`config.mk`:
```
export PLATFORM = sky130hd
export DESIGN_NAME = mips_cpu_harvard_pc
export DESIGN_NICKNAME = d
export VERILOG_FILES = /design/src/rtl/mips_cpu_harvard_pc.sv
export SDC_FILE = /design/constraint.sdc
export NUM_CORES = 1
export LEC_CHECK = 0
export ABC_AREA = 1
export CAP_MARGIN = 25
export CORE_ASPECT_RATIO = 1.1
export CORE_MARGIN = 5
export CORE_UTILIZATION = 35
export DETAILED_ROUTE_END_ITERATION = 8
export DONT_BUFFER_PORTS = 1
export GPL_TIMING_DRIVEN = 0
export PLACE_DENSITY = 0.49
export SKIP_LAST_GASP = 1
export SYNTH_ARGS = -nofsm -noshare
export SYNTH_HDL_FRONTEND = slang
export SYNTH_SLANG_ARGS = --single-unit
export TNS_END_PERCENT = 20
```
`constraint.sdc`:
```
create_clock -name clk -period 3.8 [get_ports clk]
set_input_delay 0.19 -clock clk [delete_from_list [all_inputs] [get_ports clk]]
set_output_delay 0.19 -clock clk [all_outputs]
set_load 0.02 [all_outputs]
```
`src/rtl/mips_cpu_harvard_pc.sv`:
```
// Fetch stage of the single-cycle Harvard MIPS CPU. Holds the PC and applies
// branch/jump redirects after one delay-slot instruction. Halts on HALT_ADDRESS or on a misaligned target.
module mips_cpu_harvard_pc #(
    parameter logic [31:0] RESET_VECTOR = 32'hBFC00000,
    parameter logic [31:0] HALT_ADDRESS = 32'h00000000
) (
    input  logic        clk,
    input  logic        reset,
    input  logic        clk_enable,
    input  logic [31:0] instr_readdata,
    input  logic        branch_taken,
    input  logic        jump,
    input  logic        jump_reg,
    input  logic [31:0] rs_data,
    output logic [31:0] instr_address,
    output logic [5:0]  opcode,
    output logic [31:0] pc_plus8,
    output logic        active,
    output logic        addr_fault
);

    typedef enum logic [1:0] {
        ST_RUN    = 2'd0,
        ST_DELAY  = 2'd1,
        ST_HALTED = 2'd2
    } state_t;

    state_t      state_r, state_next_s;
    logic [31:0] pc_r, pc_next_s;
    logic [31:0] target_r, target_next_s;
    logic        addr_fault_r, addr_fault_next_s;
    logic [31:0] pc_plus4_s;
    logic        redirect_s;
    logic [31:0] redirect_target_s;

    function automatic logic [31:0] branch_target(input logic [31:0] pc4, input logic [15:0] imm);
        return pc4 + {{14{imm[15]}}, imm, 2'b00};
    endfunction

    assign pc_plus4_s    = pc_r + 32'd4;
    assign instr_address = pc_r;
    assign pc_plus8      = pc_r + 32'd8;
    assign active        = (state_r != ST_HALTED);
    assign addr_fault    = addr_fault_r;
    assign opcode        = active ? instr_readdata[31:26] : 6'b000000;

    // Redirect target selection; jump_reg has priority over jump, which beats branch.
    always_comb begin
        redirect_s        = 1'b1;
        redirect_target_s = 32'd0;
        if (jump_reg) begin
            redirect_target_s = rs_data;
        end else if (jump) begin
            redirect_target_s = {pc_plus4_s[31:28], instr_readdata[25:0], 2'b00};
        end else if (branch_taken) begin
            redirect_target_s = branch_target(pc_plus4_s, instr_readdata[15:0]);
        end else begin
            redirect_s = 1'b0;
        end
    end

    // Next-state logic for PC, pending target, run state and fault flag.
    always_comb begin
        state_next_s      = state_r;
        pc_next_s         = pc_r;
        target_next_s     = target_r;
        addr_fault_next_s = addr_fault_r;
        if (clk_enable) begin
            case (state_r)
                ST_RUN: begin
                    pc_next_s = pc_plus4_s;
                    if (redirect_s) begin
                        state_next_s  = ST_DELAY;
                        target_next_s = redirect_target_s;
                    end else begin
                        state_next_s = ST_RUN;
                    end
                end
                ST_DELAY: begin
                    // Redirects raised by the delay-slot instruction are ignored here.
                    pc_next_s = target_r;
                    if (target_r == HALT_ADDRESS) begin
                        state_next_s = ST_HALTED;
                    end else if (target_r[1:0] != 2'b00) begin
                        state_next_s      = ST_HALTED;
                        addr_fault_next_s = 1'b1;
                    end else begin
                        state_next_s = ST_RUN;
                    end
                end
                ST_HALTED: begin
                    state_next_s = ST_HALTED;
                end
                default: begin
                    state_next_s = ST_HALTED;
                end
            endcase
        end else begin
            state_next_s = state_r;
        end
    end

    // State registers; reset wins over clk_enable.
    always_ff @(posedge clk) begin
        if (reset) begin
            pc_r         <= RESET_VECTOR;
            target_r     <= 32'd0;
            state_r      <= ST_RUN;
            addr_fault_r <= 1'b0;
        end else begin
            pc_r         <= pc_next_s;
            target_r     <= target_next_s;
            state_r      <= state_next_s;
            addr_fault_r <= addr_fault_next_s;
        end
    end

endmodule

```
=== Word-level counts from Yosys, hierarchy flattened ===
Cells that the tools add are included.

* Shift-type cells: 0
* Mux-type cells: 12
* Divide/modulo/power cells: 0
* Order comparisons: 0
* Bitwise gates (word level): 1
* Eq/ne operators: 2
* $add $sub $neg: 3
* Reduce and logical (&&, ||, !) cells: 7
* Multipliers: 0

{| class="wikitable"
|+ Operator list
! kind !! count
|-
| $mux W32 || 3
|-
| $pmux W32 S2 || 1
|-
| $add A32 B3 Y32 const B || 1
|-
| $add A32 B32 Y32 || 1
|-
| $add A32 B4 Y32 const B || 1
|-
| $logic_not A32 Y1 || 1
|-
| $mux W6 || 1
|-
| $mux W1 || 4
|-
| $mux W2 || 2
|-
| $pmux W2 S2 || 1
|-
| $reduce_and A4 Y1 || 1
|-
| $reduce_bool A2 Y1 || 2
|-
| $reduce_and A3 Y1 || 1
|-
| $eq A2 B1 Y1 const B || 1
|-
| $logic_not A2 Y1 || 1
|-
| $ne A2 B2 Y1 const B || 1
|-
| $reduce_and A2 Y1 || 1
|-
| $not A1 Y1 || 1
|}

* Input port bits: 70
* Register bits: 67
* Bits in writable memories: 0
* Memories: 0
* Latch bits: 0
* ROM bits: 0
* Output and inout bits: 72
* Word-level logic and storage cells: 29

=== Depth between registers and ports, before layout ===
Gate-level depths: netlist of the first run.

* Word-level depth: 5
* Mapped depth: 25
* Mapped depth without buffers: 25

=== Least setup slack after synthesis of the first run ===
Ideal clock, no wire load.

* Path kind: reg-to-reg
* Start point: register pc_r[4] (netlist: instr_address[4])
* End point: register target_r[30]
* Buffers on the path: 0
* Path slack: 0.922 ns
* Required time: 3.670 ns
* Cell stages (with the launch flop): 20
* Period minus slack after synthesis: 2.878 ns
* Arrival time: 2.747 ns
* Library setup time: 0.130 ns
* Path through: dfxtp_1 > ha_1 > nand3_1 > inv_1 > nand2_2 > nor3_2 > nand2_1 > xor2_1 > inv_1 > ha_1 > a21oi_1 > inv_1 > nand2_1 > nand3_1 > a21oi_1 > nand3_1 > nand3_1 > nand2_1 > nand2_1 > a21oi_1

* Longest elaborated chain between the ends: 5

{| class="wikitable"
|+ Ends and longest elaborated chain
! item !! RTL line !! RTL
|-
| start: declaration || 29 || <nowiki>logic [31:0] pc_r, pc_next_s;</nowiki>
|-
| start signal: assignment || 111 || <nowiki>pc_r <= pc_next_s;</nowiki>
|-
| $add A32 B3 Y32 * || 40 || <nowiki>assign pc_plus4_s = pc_r + 32'd4;</nowiki>
|-
| $add A32 B32 Y32 || 37 || <nowiki>return pc4 + {{14{imm[15]}}, imm, 2'b00};</nowiki>
|-
| $mux W32 || 55 || <nowiki>end else if (branch_taken) begin</nowiki>
|-
| $mux W32 * || 53 || <nowiki>end else if (jump) begin</nowiki>
|-
| $mux W32 * || 51 || <nowiki>if (jump_reg) begin</nowiki>
|-
| end signal: assignment || 112 || <nowiki>target_r <= target_next_s;</nowiki>
|-
| end: declaration || 30 || <nowiki>logic [31:0] target_r, target_next_s;</nowiki>
|}

Every way passes the cells marked *; elsewhere a longest branch is shown, timed or not.
A chain may end at the register's enable or synchronous reset.

=== Worst setup path in the final report of the first run ===
* Start point: register pc_r[4] (netlist: instr_address[4])
* End point: register target_r[12]

* Longest elaborated chain between the ends: 5

{| class="wikitable"
|+ Ends and longest elaborated chain
! item !! RTL line
|-
| $add A32 B3 Y32 || 40
|-
| $add A32 B32 Y32 || 37
|-
| $mux W32 || 55
|-
| $mux W32 || 53
|-
| $mux W32 || 51
|}

Every way passes these cells.

==> metrics.yaml, run 1 <==
power_mw: 2.57
vdd_ir_drop_max_uv: 200
holdWs_ns: 0.0168
grt_pass1_vias: 7101
arrival_ns: 3.82
cts_setup_buffers: 0
drive_gt1_frac: 0.0838
max_freq_ghz: 0.278
cts.sink_count: 67
core-area_mm2: 0.0192
start_util: 0.358
antenna_left: 0
area_growth_pct: 10.3
finalInstanceArea_mm2: 0.00756
cts_root_buf: "clkbuf_16"
drc: 0
p_per_area_mw_per_mm2: 340
synth_cells: 1178
nets: 1295
path_max_fanout: 6
status: "completed"
postSynthAreaPerCell_um2: 5.82
cp-start-kind: "flip-flop"
cts_max_path_buffers: 2
hold_path.class: "in2reg"
finalMaxSlewViolations: 0
final_common_cell: "nand2_1"
clk_latency_ns: 0.34
p_leak_nw: 3.61
rsz0062_at_grt: "true"
min_period_ns: 3.60
grt_max_degree: 20
grt_use_total: 0.234
slew_headroom: 0.567
reg2reg_slack_ns: 0.20
grt_pass1_wl_um: 40300
io_pins: 142
placed_area_mm2: 0.00716
netlist_area_mm2: 0.00685
path_clk_slew_ns: 0.06
gp_congestion: 0.917
ys_seq_elements: 67
dp_hpwl_um: 22800
core.rowCount: 53
hold_viol: 0
fin_util: 0.394
wire_per_inst_um: 18.7
routed_wl_um: 27000
ys_warn_count: 0
synth_cell_types: 45
numPortBuffers: 0
viasPerCell: 5.12
cts_buffers: 9
grt-ovfl-total: 0
synth-edff-count: 0
die-area_mm2: 0.0225
path_class: "reg2reg"
yosysSeqAreaShare: 0.196
synth_async_sr_flop_share: 0
synth_nets: 1284
synthFlopType: "dfxtp_1"
cp-end-kind: "flip-flop"
die_h_um: 157
htree_levels: 3
tightest_slew_ns: 0.649
setup_viol: 0
die_x_um: 143
drv_cap: 0
drtIter0Drc: 451
drtPass1Iterations: 6
antenna_found_initial: 3
via_count: 7380
setup_ws_ns: 0.204
final_cell_mix: "nand2_1 (333), inv_1 (152), nor2_1 (134)"
finalCritPeriodShare: 0.946
holdBufCountCts: 0
place_ws_ns: -0.0239
crit_required_ns: 4.02
clock_skew_ns: 0.00610
cts_tree: "built"
[where the power goes]
| part | internal [mW] | total [mW] | leakage (nW) | switching (mW) |
|---|---|---|---|---|
| Sequential | 0.761 | 0.856 | 0.554 | 0.0948 |
| Clock | 0.577 | 0.911 | 0.148 | 0.334 |
| Combinational | 0.250 | 0.799 | 2.90 | 0.549 |
[cell type report]
cell class / count / area [µm²]
antenna: 1 / 2.50
sequential: 67 / 1350
multi-input combinational: 907 / 4740
clock buffer: 9 / 225
inverter: 157 / 589
clock inverter: 7 / 100
tap: 247 / 309
buffer: 47 / 234
fill: 2211 / 11600
[Yosys cell counts (6+ instances only)]
cell / count / share of area
a21oi_1: 113 / 0.083
buf_2: 9 / 0.0066
buf_4: 7 / 0.0077
clkbuf_1: 23 / 0.013
clkbuf_2: 6 / 0.0044
dfxtp_1: 67 / 0.20
ha_1: 35 / 0.064
inv_1: 152 / 0.083
nand2_1: 333 / 0.18
nand2_2: 7 / 0.0064
nand3_1: 65 / 0.047
nand4_1: 12 / 0.011
nor2_1: 136 / 0.074
nor2_4: 8 / 0.013
nor3_1: 9 / 0.0066
nor4_1: 8 / 0.0073
o211ai_1: 9 / 0.0099
o21ai_0: 65 / 0.047
o21ai_1: 7 / 0.0051
or2_2: 6 / 0.0055
xnor2_1: 10 / 0.013
xor2_1: 42 / 0.054
[per-stage QoR]
stage	setup TNS [ns]	std cells
after floorplan	0	1178
after global placement	-0.0911	1425
after detailed placement	-0.0239	1425
after CTS	0	1441
after global routing	-0.125	1442
final	0	1442
[final timing paths]
kind                          from           end  cells after the start
setup / recovery  instr_address[4]  target_r[12]                     16
hold / removal          rs_data[1]   target_r[1]                      2
setup reg to reg  instr_address[4]  target_r[12]                     16
hold reg to reg       target_r[14]  target_r[14]                      2
[cell families after synthesis]
logic type / Yosys count / synth area share
AO/OA/AOI/OAI: 216 / 0.170
AND/OR/NAND/NOR: 603 / 0.381
flip-flops: 67 / 0.196
buffers and inverters: 204 / 0.120
adder cells (fa/ha/maj): 36 / 0.0668
XOR/XNOR: 52 / 0.0664
[state kept, by name (all words and copies together), names as in the netlist]
name and cells:
instr_address 32, target_r 32, state_r 2, addr_fault 1
[repair_timing]
action                     CTS  global route
gates resized for setup      2            20
hold endpoints to repair     0             0
setup endpoints to repair    5            16
[critical path, cell delays in order, from the launching register on]
cell,delay (ns)
dfxtp_2,0.44
ha_2,0.29
xor2_1,0.50
o21ai_0,0.35
inv_1,0.14
ha_1,0.28
nand3_1,0.10
nand3_1,0.22
nand2_1,0.16
nand2_1,0.12
nand2_1,0.09
nand2_1,0.14
or2_2,0.31
nand3_1,0.07
nand2_1,0.06
o21ai_0,0.10
a21oi_1,0.10
[routing by layer]
metal | track usage | vias up | part of all wire
met5 | 0 | - | 0.0013
li1 | - | 3803 | -
met4 | 0.0816 | 4 | 0.033
met1 | 0.299 | 3321 | 0.43
met2 | 0.390 | 211 | 0.47
met3 | 0.0495 | 41 | 0.069
No activity file was read; power rests on OpenSTA's default activity.
==> run 2: changes to the inputs <==
--- a/config.mk
+++ b/config.mk
@@ -5,7 +5,6 @@
 export SDC_FILE = /design/constraint.sdc
 export NUM_CORES = 1
 export LEC_CHECK = 0
-export ABC_AREA = 1
 export CAP_MARGIN = 25
 export CORE_ASPECT_RATIO = 1.1
 export CORE_MARGIN = 5
@@ -14,6 +13,8 @@
 export DONT_BUFFER_PORTS = 1
 export GPL_TIMING_DRIVEN = 0
 export PLACE_DENSITY = 0.49
+export REMOVE_ABC_BUFFERS = 1
+export SETUP_SLACK_MARGIN = 0.4
 export SKIP_LAST_GASP = 1
 export SYNTH_ARGS = -nofsm -noshare
 export SYNTH_HDL_FRONTEND = slang
==> metrics.yaml, run 2 <==
die-area_mm2: 0.0196
io_pins: 142
start_util: 0.358
rsz0062_at_grt: "true"
rr_worst_depth: 13
viasPerCell: 6.15
numPortBuffers: 0
grt_pass1_wl_um: 35400
gp_congestion: 0.828
postSynthAreaPerCell_um2: 7.32
finalMaxSlewViolations: 0
cp-end-kind: "flip-flop"
cts_buffers: 9
setup_viol: 1
ys_seq_elements: 67
endpoint: "target_r[29]"
drc: 0
cts_max_path_buffers: 2
final_common_cell: "nand2_1"
area_growth_pct: 26.1
wire_per_inst_um: 23.0
antenna_found_initial: 5
critPathLaunch: "instr_address[2]"
path_max_fanout: 8
grt_use_total: 0.230
tightest_slew_ns: 0.901
dpl.cell_count: 952
clock_skew_ns: 0.00619
synth_top_area_cell: "dfxtp_1"
final_cell_mix: "nand2_1 (97), nor2_1 (64), a21oi_1 (64)"
synth_cells: 808
synthFlopType: "dfxtp_1"
r2r_end: "target_r[29]"
violations: "setup timing"
holdWs_ns: 0.00596
dp_hpwl_um: 16900
routed_wl_um: 23500
max_freq_ghz: 0.260
drtPass1Iterations: 5
cp.depth: 13
synth_cell_types: 64
synth-edff-count: 0
vdd_ir_drop_max_uv: 222
nets: 914
p_per_area_mw_per_mm2: 318
crit_family: "simple AND/OR/NAND/NOR gates"
fillers: 1699
yosysTopAreaCellShare: 0.227
crit_required_ns: 4.02
cts_tree: "built"
netlist_area_mm2: 0.00591
reg2reg_from: "instr_address[2]"
finalNonFillerCells: 1022
status: "complete, but fails checks"
finalCritPeriodShare: 1.01
hold_viol: 0
slowest_delay_ns: 0.56
arrival_ns: 4.06
power_mw: 2.37
path_clk_slew_ns: 0.05
cts.sink_count: 67
htree_levels: 3
drtIter0Drc: 373
place_ws_ns: -1.56
reg2reg_slack_ns: -0.04
die_x_um: 134
grt_pass1_vias: 6169
p_leak_nw: 2.86
synth_async_sr_flop_share: 0
core.rowCount: 49
slew_headroom: 0.399
clk_latency_ns: 0.34
path_class: "reg2reg"
setup_ws_ns: -0.0412
ys_top_cells_by_area: "dfxtp_1 (23%), ha_1 (7.4%), nand2_1 (6.4%)"
core-area_mm2: 0.0165
grt_max_degree: 54
critPathSlowestCell: "o41a_1"
synth_most_common_cell: "nand2_1"
via_count: 6283
yosysSeqAreaShare: 0.227
antenna_left: 0
cts_root_buf: "clkbuf_16"
die_h_um: 146
drv_cap: 0
grt-ovfl-total: 0
critPathBufInv: 0
cp-start-kind: "flip-flop"
min_period_ns: 3.84
drive_gt1_frac: 0.223
ys_warn_count: 0
hold_path.class: "in2reg"
yosys-top-cells-count: "nand2_1 (101), nor2_1 (72), a21oi_1 (69)"
fin_util: 0.452
path_cells: "ha_4 > nand3_4 > or3_4 > xnor2_4 > ha_4 > nand3_4 > o41a_1 > a2111oi_4 > and3b_2 > a21oi_4 > nand3_2 > nor4bb_1 > or3_1"
## run 2: cell count changes in the layout (fill, tap and decap cells not counted), moves of 14 or more
cell	before	now
o21ai_0	64	36
xnor2_1	9	25
ha_4	0	14
a21oi_1	111	64
buf_4	7	40
nand2_1	333	97
ha_1	34	20
inv_1	152	15
nand3_1	65	22
nor2_1	134	64
clkbuf_1	23	2
## run 2: metrics by stage
stage	instance area, µm²	setup TNS (ns)
6_report	7450	-0.0412
5_1_grt	7450	-0.813
4_1_cts	7180	0
3_5_place_dp	6020	-21.39
3_3_place_gp	5910	-47.34
2_1_floorplan	5650	-2.28
## run 2: logic make-up (layout without fill, tap and decap cells)
family,after synthesis,in the layout,share of synthesized area
AO/OA/AOI/OAI,240,240,0.273
XOR/XNOR,75,75,0.111
flip-flops,67,67,0.227
other,0,6,0
buffers and inverters,81,85,0.0542
multiplexers,13,13,0.0220
AND/OR/NAND/NOR,296,296,0.235
adder cells (fa/ha/maj),36,36,0.0775
## run 2: cell type report
type / count / area, µm² / area share
inverter: 16 / 60.1 / 0.00806
antenna: 6 / 15.0 / 0.00201
tap: 204 / 255 / 0.0343
clock inverter: 3 / 15.0 / 0.00201
multi-input combinational: 660 / 4960 / 0.666
clock buffer: 12 / 246 / 0.0331
sequential: 67 / 1390 / 0.187
timing repair buffer: 54 / 502 / 0.0673
## run 2: worst reg2reg max path, stage by stage, from the launching register on
cell and delay (ns):
dfxtp_4 0.48, ha_4 0.19, nand3_4 0.11, or3_4 0.43, xnor2_4 0.18, ha_4 0.30, nand3_4 0.10, o41a_1 0.56
a2111oi_4 0.33, and3b_2 0.28, a21oi_4 0.18, nand3_2 0.11, nor4bb_1 0.14, or3_1 0.34
## run 2: worst min-delay path by stage
| stage | to | cells past startpoint | from | slack, ns |
|---|---|---|---|---|
| 2_1_floorplan | addr_fault | 1 | reset | 0.26 |
| 3_3_place_gp | instr_address[4] | 1 | reset | 0.27 |
| 3_5_place_dp | target_r[4] | 1 | reset | 0.27 |
| 4_1_cts | target_r[31] | 2 | branch_taken | 0.002 |
| 5_1_grt | target_r[31] | 2 | branch_taken | 0.02 |
| 6_report | target_r[31] | 2 | branch_taken | 0.006 |
## run 2: where the power goes
group / switching, mW / internal, mW
Combinational: 0.423 / 0.301
Sequential: 0.131 / 0.755
Clock: 0.307 / 0.452
## run 2: repair_timing
action / CTS / global route
setup buffers: 40 / 8
endpoints found under the setup margin: 34 / 21
gates cloned: 0 / 0
hold endpoints to repair: 53 / 0
resized for setup: 119 / 41
hold buffers: 1 / 0
pin swaps: 44 / 21
## run 2: routing by layer
metal | track usage | part of all wire
met1 | 0.273 | 0.39
met2 | 0.384 | 0.48
met5 | 0 | 0
met4 | 0.108 | 0.050
met3 | 0.0613 | 0.075
==> run 3: changes to the inputs <==
--- a/config.mk
+++ b/config.mk
@@ -13,7 +13,6 @@
 export DONT_BUFFER_PORTS = 1
 export GPL_TIMING_DRIVEN = 0
 export PLACE_DENSITY = 0.49
-export REMOVE_ABC_BUFFERS = 1
 export SETUP_SLACK_MARGIN = 0.4
 export SKIP_LAST_GASP = 1
 export SYNTH_ARGS = -nofsm -noshare
==> metrics.yaml, run 3 (synthesized netlist as in run 2, its figures left out) <==
status: "complete, but fails checks"
reg2reg_slack_ns: -0.25
cts_tree: "built"
path_class: "reg2reg"
critPathSlowestCell: "o41a_1"
grt_pass1_vias: 6378
antenna_left: 0
final_cell_mix: "nand2_1 (96), nor2_1 (65), a21oi_1 (60)"
synth_nets: 914
p_seq_frac: 0.356
dp_hpwl_um: 19600
wire_per_inst_um: 23.4
cp-end-kind: "flip-flop"
tightest_slew_ns: 0.684
max_freq_ghz: 0.247
die_x_um: 134
drv_cap: 0
grt_use_total: 0.247
grt-ovfl-total: 0
power.internal_mw: 1.50
gp_congestion: 0.924
numPortBuffers: 0
grt_max_degree: 18
p_leak_nw: 2.98
drtIter0Drc: 529
cts.sink_count: 67
vdd_ir_drop_max_uv: 237
arrival_ns: 4.26
drtPass1Iterations: 5
dpl.cell_count: 1012
slowest_delay_ns: 0.50
slew_headroom: 0.544
area_growth_pct: 30.5
nets: 970
die-area_mm2: 0.0196
cts_max_path_buffers: 2
hold_path.class: "in2reg"
crit_required_ns: 4.00
fin_util: 0.468
rsz0062_at_grt: "true"
drive_gt1_frac: 0.227
path_cells: "buf_8 > nand4_1 > buf_4 > nor3_4 > nand3_4 > xnor2_4 > ha_4 > buf_8 > nand4_1 > o41a_1 > a2111oi_2 > and3b_2 > a21oi_4 > nand3_2 > nor4bb_1 > or3_1"
swShare: 0.374
p_clk_frac: 0.306
violations: "setup timing"
path_clk_slew_ns: 0.06
finalMaxSlewViolations: 0
htree_levels: 3
min_period_ns: 4.05
grt_pass1_wl_um: 38000
holdBufCountCts: 0
viasPerCell: 6.04
clock_skew_ns: 0.00623
final_common_cell: "nand2_1"
drc: 0
fillers: 1626
via_count: 6479
routed_wl_um: 25100
start_util: 0.358
die_h_um: 146
p_per_area_mw_per_mm2: 311
crit_family: "simple AND/OR/NAND/NOR gates"
hold_viol: 0
antenna_found_initial: 4
cts_root_buf: "clkbuf_16"
pwr-share-comb: 0.338
clk_latency_ns: 0.33
critPathBufInv: 3
core-area_mm2: 0.0165
finalCritPeriodShare: 1.07
setup_ws_ns: -0.254
cp-start-kind: "flip-flop"
io_pins: 142
finalNonFillerCells: 1073
path_max_fanout: 6
core.rowCount: 49
p_sw_mw: 0.897
cts_buffers: 9
setup_viol: 8
==> run 3: metrics by stage <==
stage | setup TNS [ns] | area [µm²] | setup WS, ns | hold slack [ns] | power (mW)
finish | -0.793 | 7720 | -0.254 | 0.0301 | 2.40
global route | -2.36 | 7720 | -0.362 | 0.0249 | 2.51
global placement | -6.49 | 6370 | -0.736 | 0.354 | 1.54
floorplan | 0 | 6110 | 0.179 | 0.341 | 1.36
CTS | -0.173 | 7400 | -0.0544 | 0.00673 | 2.36
detailed placement | -6.64 | 6370 | -0.704 | 0.359 | 1.55
==> run 3: final timing paths <==
path / cells after the start / from / end
worst min-delay path: 2 / branch_taken / target_r[31]
worst max register to register: 16 / instr_address[6] / target_r[29]
worst min register to register: 2 / target_r[6] / target_r[6]
worst max-delay path: 16 / instr_address[6] / target_r[29]
==> run 3: timing repair <==
item,CTS,global route
pin swaps,44,39
gates resized for setup,104,44
endpoints found under the setup margin,21,21
cloned,0,0
setup buffers,32,13
hold endpoints to repair,0,0
==> run 3: area by class of cell <==
| type | count | area [µm²] | area share |
|---|---|---|---|
| flip-flops and latches | 67 | 1380 | 0.179 |
| clock inverters | 4 | 20.0 | 0.00259 |
| inverters | 16 | 60.1 | 0.00778 |
| repair buffers | 45 | 354 | 0.0459 |
| clock buffers | 11 | 233 | 0.0302 |
| diodes | 1 | 2.50 | 0.000324 |
| multi-input cells | 660 | 5010 | 0.650 |
| plain buffers | 65 | 400 | 0.0519 |
| well taps | 204 | 255 | 0.0331 |
==> run 3: power by group through the flow <==
stage / Sequential (mW) / Combinational [mW] / Clock, mW
final: 0.856 / 0.811 / 0.735
after global routing: 0.863 / 0.884 / 0.764
after CTS: 0.856 / 0.767 / 0.740
after detailed placement: 0.868 / 0.685 / 0
after global placement: 0.865 / 0.679 / 0
after floorplan: 0.837 / 0.524 / 0
==> run 3: routing by layer <==
metal / up-vias / wire, µm / GRT usage
met5: - / 28 / 0
met2: 233 / 11900 / 0.405
met3: 45 / 1970 / 0.0668
met4: 6 / 558 / 0.0777
li1: 3069 / - / -
met1: 3126 / 10700 / 0.316
